==> config.mk <==
export PLATFORM = sky130hd
export DESIGN_NAME = mem_arbiter_flat
export DESIGN_NICKNAME = d
export VERILOG_FILES = /design/src/rtl/mem_arb_pkg.sv /design/src/rtl/mem_arbiter_if.sv /design/src/rtl/mem_arb_timer.sv /design/src/rtl/mem_arbiter.sv /design/src/flat_wrapper.sv
export SDC_FILE = /design/constraint.sdc
export NUM_CORES = 1
export LEC_CHECK = 0
export ABC_AREA = 1
export BUFFER_PORTS_ARGS = -buffer_cell sky130_fd_sc_hd__buf_4
export CAP_MARGIN = 40
export CORE_MARGIN = 3
export CORE_UTILIZATION = 25
export CTS_CLUSTER_SIZE = 25
export DETAILED_ROUTE_END_ITERATION = 12
export GPL_TIMING_DRIVEN = 0
export PLACE_DENSITY = 0.55
export SLEW_MARGIN = 40
export SYNTH_ARGS = -nofsm -noshare
export SYNTH_HDL_FRONTEND = slang
export SYNTH_SLANG_ARGS = --single-unit
export TNS_END_PERCENT = 5
==> constraint.sdc <==
create_clock -name clk -period 6.4 [get_ports clk]
set_clock_uncertainty 0.05 [all_clocks]
set_input_delay 1.28 -clock clk [delete_from_list [all_inputs] [get_ports clk]]
set_output_delay 1.28 -clock clk [all_outputs]
set_load 0.02 [all_outputs]
==> src/rtl/mem_arb_pkg.sv <==
// Shared types and constants for the IF/MEM memory-port arbiter.
package mem_arb_pkg;
  typedef enum logic [1:0] {IDLE, WAIT, RESP} state_t;
  typedef enum logic {OWN_IF, OWN_MEM} owner_t;
  localparam logic [31:0] NOP_INSTR = 32'h0000_0013;
endpackage

==> src/rtl/mem_arbiter_if.sv <==
// Requester and memory-side bus of the arbiter; slave = arbiter, master = requesters/memory.
interface mem_arbiter_if #(
  parameter int ADDR_W = 32,
  parameter int DATA_W = 32
);
  logic              i_req;
  logic [ADDR_W-1:0] i_addr;
  logic              i_gnt;
  logic              i_valid;
  logic [DATA_W-1:0] i_rdata;
  logic              i_err;
  logic              d_req;
  logic              d_we;
  logic [ADDR_W-1:0] d_addr;
  logic [DATA_W-1:0] d_wdata;
  logic              d_gnt;
  logic              d_valid;
  logic [DATA_W-1:0] d_rdata;
  logic              d_err;
  logic              mem_req;
  logic              mem_we;
  logic [ADDR_W-1:0] mem_addr;
  logic [DATA_W-1:0] mem_wdata;
  logic [DATA_W-1:0] mem_rdata;
  logic              mem_ready;

  modport slave (
    input  i_req, i_addr, d_req, d_we, d_addr, d_wdata, mem_rdata, mem_ready,
    output i_gnt, i_valid, i_rdata, i_err, d_gnt, d_valid, d_rdata, d_err,
           mem_req, mem_we, mem_addr, mem_wdata
  );
  modport master (
    output i_req, i_addr, d_req, d_we, d_addr, d_wdata, mem_rdata, mem_ready,
    input  i_gnt, i_valid, i_rdata, i_err, d_gnt, d_valid, d_rdata, d_err,
           mem_req, mem_we, mem_addr, mem_wdata
  );
endinterface

==> src/rtl/mem_arb_timer.sv <==
// Watchdog counter: counts enabled cycles, flags when TIMEOUT-1 is reached.
module mem_arb_timer #(
  parameter int TIMEOUT = 16
) (
  input  logic clk,
  input  logic rst,
  input  logic i_clr,
  input  logic i_en,
  output logic o_expired
);
  localparam int CW = $clog2(TIMEOUT);

  logic [CW-1:0] r_cnt;

  always_ff @(posedge clk or posedge rst) begin
    if (rst)                        r_cnt <= '0;
    else if (i_clr)                 r_cnt <= '0;
    else if (i_en && !o_expired)    r_cnt <= r_cnt + 1'b1;
  end

  assign o_expired = (r_cnt == CW'(TIMEOUT - 1));
endmodule

==> src/rtl/mem_arbiter.sv <==
// Serialises IF and MEM accesses onto one variable-latency memory port with a hang watchdog.
// Define MEM_ARB_RR_EN for round-robin arbitration instead of fixed MEM-over-IF priority.
module mem_arbiter
  import mem_arb_pkg::*;
#(
  parameter int ADDR_W  = 32,
  parameter int DATA_W  = 32,
  parameter int TIMEOUT = 16
) (
  input  logic          clk,
  input  logic          rst,
  mem_arbiter_if.slave  bus,
  output logic          busy
);
  state_t            r_state, w_next;
  owner_t            r_owner, w_win;
  logic              w_any, w_i_gnt, w_d_gnt, w_expired, w_done;
  logic [ADDR_W-1:0] r_addr;
  logic              r_we;
  logic [DATA_W-1:0] r_wdata;
  logic              r_mem_req, r_busy;
  logic              r_i_valid, r_i_err, r_d_valid, r_d_err;
  logic [DATA_W-1:0] r_i_rdata, r_d_rdata;

  assign w_any  = bus.i_req | bus.d_req;
  assign w_done = (r_state == WAIT) && (bus.mem_ready || w_expired);

`ifdef MEM_ARB_RR_EN
  owner_t r_last;

  always_ff @(posedge clk or posedge rst) begin
    if (rst)                          r_last <= OWN_IF;
    else if (r_state == IDLE && w_any) r_last <= w_win;
  end

  // Contention goes to whoever did not win last time.
  always_comb begin
    w_win = bus.d_req ? OWN_MEM : OWN_IF;
    if (bus.i_req && bus.d_req) w_win = (r_last == OWN_MEM) ? OWN_IF : OWN_MEM;
  end
`else
  always_comb w_win = bus.d_req ? OWN_MEM : OWN_IF;
`endif

  always_ff @(posedge clk or posedge rst) begin
    if (rst) r_state <= IDLE;
    else     r_state <= w_next;
  end

  always_comb begin
    w_next  = r_state;
    w_i_gnt = 1'b0;
    w_d_gnt = 1'b0;
    case (r_state)
      IDLE: if (w_any) begin
        w_next  = WAIT;
        w_i_gnt = (w_win == OWN_IF);
        w_d_gnt = (w_win == OWN_MEM);
      end
      WAIT:    if (w_done) w_next = RESP;
      RESP:    w_next = IDLE;
      default: w_next = IDLE;
    endcase
  end

  mem_arb_timer #(.TIMEOUT(TIMEOUT)) u_timer (
    .clk       (clk),
    .rst       (rst),
    .i_clr     (r_state != WAIT),
    .i_en      ((r_state == WAIT) && !bus.mem_ready),
    .o_expired (w_expired)
  );

  always_ff @(posedge clk or posedge rst) begin
    if (rst) begin
      r_owner   <= OWN_IF;
      r_addr    <= '0;
      r_we      <= 1'b0;
      r_wdata   <= '0;
      r_mem_req <= 1'b0;
      r_busy    <= 1'b0;
      r_i_valid <= 1'b0;
      r_i_err   <= 1'b0;
      r_i_rdata <= '0;
      r_d_valid <= 1'b0;
      r_d_err   <= 1'b0;
      r_d_rdata <= '0;
    end else begin
      r_mem_req <= (w_next == WAIT);
      r_busy    <= (w_next != IDLE);
      r_i_valid <= 1'b0;
      r_d_valid <= 1'b0;
      if (r_state == IDLE && w_any) begin
        r_owner <= w_win;
        r_addr  <= (w_win == OWN_MEM) ? bus.d_addr : bus.i_addr;
        r_we    <= (w_win == OWN_MEM) && bus.d_we;
        r_wdata <= (w_win == OWN_MEM) ? bus.d_wdata : '0;
      end
      // A ready arriving on the expiry cycle still completes normally.
      if (w_done) begin
        if (r_owner == OWN_IF) begin
          r_i_valid <= 1'b1;
          r_i_err   <= !bus.mem_ready;
          r_i_rdata <= bus.mem_ready ? bus.mem_rdata : DATA_W'(NOP_INSTR);
        end else begin
          r_d_valid <= 1'b1;
          r_d_err   <= !bus.mem_ready;
          r_d_rdata <= bus.mem_ready ? bus.mem_rdata : '0;
        end
      end
    end
  end

  assign bus.i_gnt     = w_i_gnt;
  assign bus.d_gnt     = w_d_gnt;
  assign bus.i_valid   = r_i_valid;
  assign bus.i_err     = r_i_err;
  assign bus.i_rdata   = r_i_rdata;
  assign bus.d_valid   = r_d_valid;
  assign bus.d_err     = r_d_err;
  assign bus.d_rdata   = r_d_rdata;
  assign bus.mem_req   = r_mem_req;
  assign bus.mem_we    = r_we;
  assign bus.mem_addr  = r_addr;
  assign bus.mem_wdata = r_wdata;
  assign busy          = r_busy;
endmodule
==> src/flat_wrapper.sv <==
// flat-port wrapper written by rule: the top's interface ports become plain ports
module mem_arbiter_flat import mem_arb_pkg::*;
#(
  parameter int ADDR_W  = 32,
  parameter int DATA_W  = 32,
  parameter int TIMEOUT = 16
)
  (clk, rst, busy, bus_i_req, bus_i_addr, bus_d_req, bus_d_we, bus_d_addr, bus_d_wdata, bus_mem_rdata, bus_mem_ready, bus_i_gnt, bus_i_valid, bus_i_rdata, bus_i_err, bus_d_gnt, bus_d_valid, bus_d_rdata, bus_d_err, bus_mem_req, bus_mem_we, bus_mem_addr, bus_mem_wdata);
  mem_arbiter_if #(.ADDR_W(ADDR_W), .DATA_W(DATA_W)) bus_i ();
  input  logic clk;
  input  logic rst;
  output logic busy;
  input wire logic [$bits(bus_i.i_req)-1:0] bus_i_req;
  input wire logic [$bits(bus_i.i_addr)-1:0] bus_i_addr;
  input wire logic [$bits(bus_i.d_req)-1:0] bus_d_req;
  input wire logic [$bits(bus_i.d_we)-1:0] bus_d_we;
  input wire logic [$bits(bus_i.d_addr)-1:0] bus_d_addr;
  input wire logic [$bits(bus_i.d_wdata)-1:0] bus_d_wdata;
  input wire logic [$bits(bus_i.mem_rdata)-1:0] bus_mem_rdata;
  input wire logic [$bits(bus_i.mem_ready)-1:0] bus_mem_ready;
  output wire logic [$bits(bus_i.i_gnt)-1:0] bus_i_gnt;
  output wire logic [$bits(bus_i.i_valid)-1:0] bus_i_valid;
  output wire logic [$bits(bus_i.i_rdata)-1:0] bus_i_rdata;
  output wire logic [$bits(bus_i.i_err)-1:0] bus_i_err;
  output wire logic [$bits(bus_i.d_gnt)-1:0] bus_d_gnt;
  output wire logic [$bits(bus_i.d_valid)-1:0] bus_d_valid;
  output wire logic [$bits(bus_i.d_rdata)-1:0] bus_d_rdata;
  output wire logic [$bits(bus_i.d_err)-1:0] bus_d_err;
  output wire logic [$bits(bus_i.mem_req)-1:0] bus_mem_req;
  output wire logic [$bits(bus_i.mem_we)-1:0] bus_mem_we;
  output wire logic [$bits(bus_i.mem_addr)-1:0] bus_mem_addr;
  output wire logic [$bits(bus_i.mem_wdata)-1:0] bus_mem_wdata;
  assign bus_i.i_req = bus_i_req;
  assign bus_i.i_addr = bus_i_addr;
  assign bus_i.d_req = bus_d_req;
  assign bus_i.d_we = bus_d_we;
  assign bus_i.d_addr = bus_d_addr;
  assign bus_i.d_wdata = bus_d_wdata;
  assign bus_i.mem_rdata = bus_mem_rdata;
  assign bus_i.mem_ready = bus_mem_ready;
  assign bus_i_gnt = bus_i.i_gnt;
  assign bus_i_valid = bus_i.i_valid;
  assign bus_i_rdata = bus_i.i_rdata;
  assign bus_i_err = bus_i.i_err;
  assign bus_d_gnt = bus_i.d_gnt;
  assign bus_d_valid = bus_i.d_valid;
  assign bus_d_rdata = bus_i.d_rdata;
  assign bus_d_err = bus_i.d_err;
  assign bus_mem_req = bus_i.mem_req;
  assign bus_mem_we = bus_i.mem_we;
  assign bus_mem_addr = bus_i.mem_addr;
  assign bus_mem_wdata = bus_i.mem_wdata;
  mem_arbiter #(.ADDR_W(ADDR_W), .DATA_W(DATA_W), .TIMEOUT(TIMEOUT)) u_core (.clk(clk), .rst(rst), .bus(bus_i), .busy(busy));
endmodule
==> metrics.md, run 1 <==
| Metric | Value |
|---|---|
| Status | `finished clean` |
| Initial DRC count | `307` |
| Routed WL | `21400 um` |
| Psw | `2.03 mW` |
| Initial antenna violation count | `0` |
| # DRC | `0` |
| Sequential fraction of the synthesis area | `55.7%` |
| Met2 Wirelength | `10500 um` |
| #FFs+latches synth | `142` |
| Dpl ws | `2.76 ns` |
| Largest net degree at the start of global routing | `59` |
| Max incr delay on CP | `0.40 ns` |
| Slew margin rel. | `61.3%` |
| Syn Area/Cell | `8.03 um^2` |
| Setup-failing EPs final | `0` |
| CTS root buf | `clkbuf_16` |
| Port Buffers | `269` |
| PostCTS Resize Cnt | `0` |
| Initial core utilization | `25.8%` |
| Vias per inst | `4.28` |
| CTS Buffer Depth | `2` |
| Average wire per cell in the routed design | `15.1 um` |
| Final net count | `1219` |
| Boundary Pins | `271` |
| Final period demand of the worst path | `3.59 ns` |
| Syn. warnings | `0` |
| Die Width | `166 um` |
| Most frequent cell after synthesis | `nand2_1` |
| Core Footprint | `24700 um^2` |
| CP bufs+invs | `4` |
| Max Used Layer | `met4` |
| Startpoint types | `primary input` |
| Die area | `27500 um^2` |
| Syn-to-layout area delta | `48.1%` |
| Cts hold-fix bufs | `0` |
| Crit path DAT | `2.26 ns` |
| Crit share post-route | `56.1%` |
| Total negative slack | `0 ns` |
| CTS tree | `done` |
| Max Slew Vio Count | `0` |
| Element type at the critical path end | `output pin` |
| Post-synthesis async set-or-reset flop share | `100%` |
| Total GRT Usage | `15.3%` |
| Hold WS | `0.420 ns` |
| Final core area utilization | `38.3%` |
| Netlist area before placement | `6380 um^2` |
| PD cells | `508 nW/um^2` |
| Hpwl dp | `15900 um` |
| Synth top cells by count | `nand2_1 (405), dfrtp_1 (142), inv_1 (71)` |
| First-pass DRT Iterations | `4` |
| P_int | `2.77 mW` |
| FP Rows | `57` |
| Clk pwr share | `20.7%` |
| Share of cells above drive strength 1 | `32.6%` |
| First-pass GRT wire length | `34100 um` |
| WL met3 | `1250 um` |
| Htree depth | `4` |
| Mapped Cells | `794` |
| Worst VDD drop | `0.182 mV` |
| CTS Buf Count | `17` |
| Synth area leaders | `dfrtp_1 (56%), nand2_1 (24%), nand4_1 (6.7%)` |
| Crit path max-delay family | `buffers and inverters` |
| Worst Path Max Fanout | `10` |
| Final worst slack | `2.81 ns` |
| Top_reg_cell synth | `dfrtp_1` |
| Slew at the pin closest to its max-slew limit | `0.581 ns` |
| Max Fclk | `0.279 GHz` |
| Post-synth EDFFs | `0` |
| Hold Violations, Final | `0` |
| Number of global-route vias before repair | `5964` |
| Max_cap viols | `0` |
| Share of the synthesized area in the top cell type | `55.7%` |
| RSZ-0062 raised after global routing | `false` |
| Cell Chain, Critical Path | `buf_4 -> buf_2 -> clkbuf_1 -> nor2_1 -> buf_4` |
| Req. time, crit path | `5.07 ns` |
| Leading area contributor after synthesis | `dfrtp_1` |
| Setup Buffers After CTS | `0` |
| Vias | `6081` |
| Total gr overflow | `0` |
| Final Power | `4.80 mW` |
| Switching Fraction | `42.2%` |
| Worst Hold Class | `flip-flop to flip-flop` |
| Worst-path cell with the longest stage delay | `clkbuf_1` |
| Final GP Congestion | `0.762` |
| CP dominant cell by count | `buf_4` |
| Combinational share of power | `46.7%` |
| DRT antenna net count | `0` |
| Yosys cell types | `23` |
| Worst-path clk slew | `0.05 ns` |
| Fillers | `2618` |
| Met1 Wirelength | `9270 um` |
| Net Count, Synth | `929` |
| Ant diodes | `0` |
| Die height | `166 um` |
| Worst skew pair latency | `0.41 ns` |
| WS Path Type | `primary input to output pin` |
| Sink Count | `142` |
| Reg-to-reg slack, setup | `4.80 ns` |
| Lkg Pwr | `5.52 nW` |
| Reg power frac | `32.6%` |
[through the flow]
| step | instance area, um^2 | std cells |
|---|---|---|
| finish | 9450 | 1420 |
| global route | 9450 | 1420 |
| CTS | 9450 | 1420 |
| detailed placement | 8860 | 1389 |
| global placement | 8800 | 1387 |
| floorplan | 6380 | 794 |
[state kept, by name, summed over array words and instances (netlist names), 2 cells and up]
name and count:
u_core.u_timer.r_cnt 4, u_core.bus.mem_addr 32, u_core.r_state 2, u_core.bus.mem_wdata 32
u_core.bus.i_rdata 32, u_core.bus.d_rdata 32
[area by class of cell]
class	count	area, um^2	area share [%]
Buffer	51	280	2.97
Clock buffer	21	470	4.98
Clock inverter	10	113	1.19
Inverter	77	298	3.15
Multi-Input combinational cell	524	2250	23.9
Sequential cell	142	3550	37.6
Tap cell	324	405	4.29
Timing Repair Buffer	271	2070	22.0
[worst reg2reg max path, cell delays in order, from the launching register on]
cell,delay (ns)
dfrtp_1,0.41
ha_1,0.23
nand3_1,0.14
nand2_4,0.13
nand3_4,0.13
buf_2,0.28
nand2_1,0.09
nand2_1,0.07
[power by group through the flow]
stage	clock (mW)	sequential, mW	combinational [mW]
floorplan	0	2.05	0.718
global placement	0	1.57	2.26
detailed placement	0	1.58	2.28
CTS	1.02	1.57	2.28
global route	1.07	1.62	2.44
finish	0.995	1.56	2.24
[worst paths after layout]
path | start | endpoint | cells after the start
max | bus_d_req | bus_i_gnt | 5
min in group asynchronous | rst | u_core.bus.mem_addr[29]$_DFFE_PP0P_ | 2
max in group asynchronous | rst | u_core.bus.d_err$_DFFE_PP0P_ | 3
min | u_core.bus.i_err$_DFFE_PP0P_ | u_core.bus.i_err$_DFFE_PP0P_ | 2
max reg2reg | u_core.u_timer.r_cnt[0]$_DFFE_PP0P_ | u_core.bus.i_rdata[26]$_DFFE_PP0P_ | 7
min reg2reg | u_core.bus.i_err$_DFFE_PP0P_ | u_core.bus.i_err$_DFFE_PP0P_ | 2
[cells by family (layout without fill, tap and decap cells)]
group                    count (synthesis)  in the layout  share of synthesized area [%]
AND/OR/NAND/NOR                        486            486                           32.2
flip-flops                             142            142                           55.7
AO/OA/AOI/OAI                           36             36                           2.83
buffers and inverters                  128            430                           8.95
XOR/XNOR                                 1              1                          0.137
adder cells (fa/ha/maj)                  1              1                          0.196
[layer usage]
layer | GRT usage (%) | up-vias
met5 | 0 | -
met4 | 4.30 | 0
met3 | 4.29 | 20
met2 | 25.3 | 183
met1 | 19.9 | 2830
li1 | - | 3048
[placed cells by master (no fill, tap or decap)]
| master | count |
|---|---|
| nand4_1 | 68 |
| nand2_2 | 1 |
| nand2_4 | 1 |
| clkinv_4 | 1 |
| nand3_4 | 2 |
| dfrtp_1 | 142 |
| buf_16 | 2 |
| o21ai_1 | 1 |
| buf_4 | 269 |
| nand3_1 | 2 |
| nor2_4 | 1 |
| clkbuf_8 | 3 |
| or2_2 | 3 |
| buf_6 | 6 |
| inv_2 | 4 |
| inv_1 | 70 |
| nor2_1 | 2 |
| clkbuf_1 | 8 |
| inv_8 | 1 |
| nor2_2 | 1 |
| ha_1 | 1 |
| clkinv_2 | 5 |
| clkbuf_16 | 17 |
| buf_1 | 3 |
| clkinvlp_4 | 2 |
| o21ai_0 | 35 |
| xor2_1 | 1 |
| buf_2 | 35 |
| bufinv_16 | 2 |
| inv_6 | 1 |
| nand2_1 | 405 |
| clkinv_1 | 1 |
Note: power is estimated with default switching activity, not from simulation.
==> run 2: changes to the inputs <==
PLACE_DENSITY = 0.57   (was 0.55)
clock period = 3.14 ns   (was 6.4 ns; I/O delays follow)
==> run 2 against run 1 <==
  * Critical path depth unchanged
  * Flip-flop and latch count unchanged
  * Total power increased by 110%
  * Clock power increased by 130%
  * Critical path type is now flip-flop to output pin
  * Largest power group unchanged
==> metrics.md, run 2 (synthesis gave the netlist of run 1 again) <==
| Metric | Value |
|---|---|
| Status | `finished clean` |
| Crit share post-route | `75.7%` |
| Hold WS | `0.183 ns` |
| CP Capture Point | `bus_d_gnt` |
| Combinational share of power | `45.6%` |
| Worst-path clk slew | `0.06 ns` |
| CTS Buf Count | `17` |
| Max Fclk | `0.421 GHz` |
| Hold Violations, Final | `0` |
| Initial antenna violation count | `0` |
| Die height | `166 um` |
| FP Rows | `57` |
| Number of global-route vias before repair | `6162` |
| Final period demand of the worst path | `2.38 ns` |
| M2 GR Usage | `25.4%` |
| Fillers | `2582` |
| Cell Chain, Critical Path | `nor2_2 -> nand2_1 -> clkinv_1 -> buf_2 -> buf_4` |
| Crit path DAT | `1.70 ns` |
| CTS Buffer Depth | `2` |
| Core Footprint | `24700 um^2` |
| Reg-to-reg slack, setup | `1.54 ns` |
| PD cells | `1050 nW/um^2` |
| Worst-path cell with the longest stage delay | `dfrtp_1` |
| Switching Fraction | `41.1%` |
| Max incr delay on CP | `0.40 ns` |
| Busiest grt layer | `met2` |
| First-pass GRT wire length | `34200 um` |
| Final net count | `1223` |
| Vias per inst | `4.28` |
| Most frequent cells in the layout | `nand2_1 (405), buf_4 (269), dfrtp_1 (142), inv_1 (70), nand4_1 (68)` |
| CTS root buf | `clkbuf_16` |
| WS Path Type | `flip-flop to output pin` |
| Worst skew pair latency | `0.41 ns` |
| Crit Reg-Reg Endpoint | `u_core.u_timer.r_cnt[0]$_DFFE_PP0P_` |
| Die area | `27500 um^2` |
| Setup Buffers After CTS | `0` |
| Cts hold-fix bufs | `0` |
| R2R cell count | `7` |
| Startpoint types | `flip-flop` |
| Syn-to-layout area delta | `50.4%` |
| Register area | `3550 um^2` |
| Levels on crit path | `5` |
| Ant diodes | `0` |
| Reg2reg start | `u_core.u_timer.r_cnt[0]$_DFFE_PP0P_` |
| Psw | `4.13 mW` |
| DRT antenna net count | `0` |
| Final worst slack | `0.764 ns` |
| Element type at the critical path end | `output pin` |
| # DRC | `0` |
| Final GP Congestion | `0.783` |
| Vias | `6101` |
| Hpwl dp | `16100 um` |
| Grt met3 use | `3.91%` |
| P_int | `5.91 mW` |
| Share of cells above drive strength 1 | `32.8%` |
| First-pass DRT Iterations | `4` |
| Total gr overflow | `0` |
| Req. time, crit path | `2.46 ns` |
| Port Buffers | `269` |
| Crit path max-delay family | `buffers and inverters` |
| Initial core utilization | `25.8%` |
| Multi-input logic area | `2250 um^2` |
| Dpl ws | `0.821 ns` |
| Total GRT Usage | `15.4%` |
| PostCTS Resize Cnt | `0` |
| Worst Path Max Fanout | `10` |
| RSZ-0062 raised after global routing | `false` |
| Die Width | `166 um` |
| Largest net degree at the start of global routing | `25` |
| Worst VDD drop | `0.344 mV` |
| CTS tree | `done` |
| Initial DRC count | `298` |
| Reg power frac | `31.7%` |
| Routed WL | `21300 um` |
| Sink Count | `142` |
| Slew margin rel. | `61.8%` |
| Worst Hold Class | `primary input to asynchronous set/reset pin` |
| Most common cell after layout, fill and taps aside | `nand2_1` |
| Boundary Pins | `271` |
| Clk pwr share | `22.7%` |
| Max_cap viols | `0` |
| Average wire per cell in the routed design | `15.0 um` |
| Lkg Pwr | `5.58 nW` |
| Htree depth | `4` |
| Max Slew Vio Count | `0` |
| CP startpoint | `u_core.r_state[1]$_DFF_PP0_` |
| CP bufs+invs | `3` |
| Slew at the pin closest to its max-slew limit | `0.574 ns` |
| Setup-failing EPs final | `0` |
| Met1 GRT Util | `19.8%` |
-- run 2: changes by cell type in the layout (fill, tap and decap cells not counted), sizes merged --
| cell | delta |
|---|---|
| inv | -1 |
| buf | +4 |
| clkinvlp | -1 |
| clkbuf | +1 |
| clkinv | -1 |
| bufinv | +3 |
-- run 2: layout make-up --
cell class	instances	share of cell area (%)
buffer	51	2.92
clock buffer	22	4.94
sequential	142	37.1
inverter	77	3.07
clock inverter	10	1.90
multi-input combinational	524	23.5
tap	324	4.23
timing repair buffer	275	22.4
-- run 2: how the worst min path moves through the flow --
| stage | cells past startpoint | slack [ns] | to | start |
|---|---|---|---|---|
| after global routing | 2 | 0.19 | u_core.bus.mem_wdata[15]$_DFFE_PP0P_ | rst |
| after detailed placement | 2 | 0.41 | u_core.bus.mem_we$_DFFE_PP0P_ | u_core.bus.mem_we$_DFFE_PP0P_ |
| final | 2 | 0.18 | u_core.bus.mem_wdata[13]$_DFFE_PP0P_ | rst |
| after global placement | 2 | 0.40 | u_core.bus.mem_addr[18]$_DFFE_PP0P_ | u_core.bus.mem_addr[18]$_DFFE_PP0P_ |
| after CTS | 2 | 0.18 | u_core.bus.mem_wdata[13]$_DFFE_PP0P_ | rst |
| after floorplan | 2 | 0.44 | u_core.u_timer.r_cnt[1]$_DFFE_PP0P_ | u_core.u_timer.r_cnt[1]$_DFFE_PP0P_ |
-- run 2: power by group through the flow --
stage,sequential [mW],combinational (mW),clock (mW)
final,3.18,4.57,2.28
after global routing,3.29,4.99,2.41
after CTS,3.19,4.66,2.35
after detailed placement,3.20,4.66,0
after global placement,3.19,4.61,0
after floorplan,4.18,1.46,0
-- run 2: per-stage QoR --
stage	area [um^2]	utilization (%)	TNS, ns	power, mW	instances
2_1_floorplan	6380	-	0	5.64	794
3_3_place_gp	8810	35.7	-57.51	7.80	1387
3_5_place_dp	8930	36.2	0	7.86	1393
4_1_cts	9590	38.9	0	10.2	1425
5_1_grt	9590	38.9	0	10.7	1425
6_report	9590	38.9	0	10.0	1425
-- run 2: per-layer routing --
metal	vias to the layer above	wire, um
met3	25	1090
met1	2852	9410
met4	0	504
met5	-	0
li1	3054	-
met2	170	10300
==> run 3: changes to the inputs <==
clock period = 2.13 ns   (was 3.14 ns; I/O delays follow)
==> run 3 against run 2 <==
  * Clock power is 47% higher
  * Non-clock buffer count stayed put
  * First-iteration DRC count increased by 10%
  * Cell count unchanged
  * Largest power group unchanged
==> metrics.md, run 3 (synthesis gave the netlist of run 1 again) <==
| Metric | Value |
|---|---|
| Element type at the critical path end | `output pin` |
| Worst Hold Class | `primary input to flip-flop` |
| Reg-to-reg slack, setup | `0.50 ns` |
| Initial antenna violation count | `0` |
| Syn-to-layout area delta | `50.5%` |
| Final net count | `1223` |
| Max Fclk | `0.509 GHz` |
| Worst Path Max Fanout | `16` |
| Crit share post-route | `92.3%` |
| Startpoint types | `flip-flop` |
| Core Footprint | `24700 um^2` |
| Slew at the pin closest to its max-slew limit | `0.572 ns` |
| R2R cell count | `6` |
| Crit path DAT | `1.49 ns` |
| RSZ-0062 raised after global routing | `false` |
| FP Rows | `57` |
| WHS Endpoint | `u_core.bus.mem_wdata[11]$_DFFE_PP0P_` |
| Worst skew pair latency | `0.41 ns` |
| Share of cells above drive strength 1 | `32.8%` |
| Total GRT Usage | `15.4%` |
| WS Path Type | `flip-flop to output pin` |
| CTS Buffer Depth | `2` |
| Routed WL | `21300 um` |
| Sink Count | `142` |
| Initial DRC count | `329` |
| Worst Hold Path Cells | `3` |
| Boundary Pins | `271` |
| CTS tree | `done` |
| Average wire per cell in the routed design | `14.9 um` |
| Lkg Pwr | `5.59 nW` |
| Hold WS | `0.160 ns` |
| Die Width | `166 um` |
| Ant diodes | `0` |
| Crit Reg-Reg Endpoint | `u_core.bus.mem_addr[25]$_DFFE_PP0P_` |
| Max_cap viols | `0` |
| Hpwl dp | `16100 um` |
| CTS root buf | `clkbuf_16` |
| CTS Buf Count | `17` |
| Worst-path cell with the longest stage delay | `dfrtp_1` |
| Final GP Congestion | `0.783` |
| Die height | `166 um` |
| Hold Violations, Final | `0` |
| Final period demand of the worst path | `1.97 ns` |
| Worst hold start | `bus_d_wdata[11]` |
| DRT antenna net count | `0` |
| Vias | `6102` |
| Reg2reg start | `u_core.r_state[1]$_DFF_PP0_` |
| Initial core utilization | `25.8%` |
| Number of global-route vias before repair | `6155` |
| Largest net degree at the start of global routing | `25` |
| First-pass DRT Iterations | `4` |
| Req. time, crit path | `1.65 ns` |
| Vias per inst | `4.28` |
| Slew margin rel. | `61.8%` |
| CP bufs+invs | `2` |
| Total gr overflow | `0` |
| Status | `finished clean` |
| Max incr delay on CP | `0.41 ns` |
| Crit path max-delay family | `flip-flops` |
| CP startpoint | `u_core.r_state[1]$_DFF_PP0_` |
| First-pass GRT wire length | `34200 um` |
| Setup-failing EPs final | `0` |
| Cell Chain, Critical Path | `nor2_2 -> nand2_1 -> inv_4 -> buf_4` |
| Most common cell after layout, fill and taps aside | `nand2_1` |
| Setup Buffers After CTS | `0` |
| Most frequent cells in the layout | `nand2_1 (405), buf_4 (269), dfrtp_1 (142), inv_1 (70), nand4_1 (68)` |
| # DRC | `0` |
| Worst VDD drop | `0.506 mV` |
| Final Power | `14.8 mW` |
| Port Buffers | `269` |
| Die area | `27500 um^2` |
| Levels on crit path | `4` |
| PD cells | `1540 nW/um^2` |
| Htree depth | `4` |
| Worst-path clk slew | `0.06 ns` |
| Max Slew Vio Count | `0` |
run 3: cell count changes in the layout (fill, tap and decap cells not counted), sizes merged:
| cell | previous run | this run |
|---|---|---|
| buf | 319 | 318 |
| clkinv | 6 | 5 |
| dlygate4sd3 | 0 | 1 |
| inv | 75 | 76 |
run 3: metal layers:
metal,wire length [um],GRT usage (%)
met3,1170,4.00
met4,485,5.03
met2,10400,25.5
met1,9250,19.7
met5,0,0
run 3: cell type report:
class	instances	area [um^2]
Timing Repair Buffer	276	2160
Inverter	77	297
Tap cell	324	405
Clock buffer	22	474
Fill cell	2582	15100
Multi-Input combinational cell	524	2250
Clock inverter	10	183
Sequential cell	142	3550
Buffer	50	275
run 3: worst register-to-register path: stages, from the launching register on:
cell	delay [ns]
dfrtp_1	0.41
nor2_2	0.12
nand2_1	0.16
nand2_2	0.20
clkbuf_1	0.44
nand2_1	0.10
nand2_1	0.09
run 3: metrics by stage:
stage               instance area (um^2)  utilization (%)  cells  setup TNS [ns]  setup WS (ns)
global route                        9600             38.9   1425               0         0.0180
floorplan                           6380                -    794          -17.48         -0.123
CTS                                 9600             38.9   1425               0         0.0516
global placement                    8810             35.7   1387         -172.25          -1.23
finish                              9600             38.9   1425               0          0.164
detailed placement                  8930             36.2   1393               0          0.215
run 3: what timing repair did:
action | in CTS | in global routing
hold endpoints to repair | 16 | 0
resized for setup | 1 | 1
setup endpoints to repair | 1 | 1
pin swaps | 0 | 0
hold buffers | 1 | 0
run 3: worst max-delay path by stage:
stage	to	slack, ns
2_1_floorplan	u_core.bus.d_err$_DFFE_PP0P_	-0.12
4_1_cts	bus_d_gnt	0.05
3_5_place_dp	bus_d_gnt	0.22
6_report	bus_d_gnt	0.16
5_1_grt	bus_d_gnt	0.02
3_3_place_gp	u_core.bus.d_valid$_DFF_PP0_	-1.23
run 3: power breakdown:
group	internal [mW]	switching (mW)	total, mW
clock	2.18	1.18	3.36
sequential	3.97	0.720	4.69
combinational	2.56	4.18	6.74
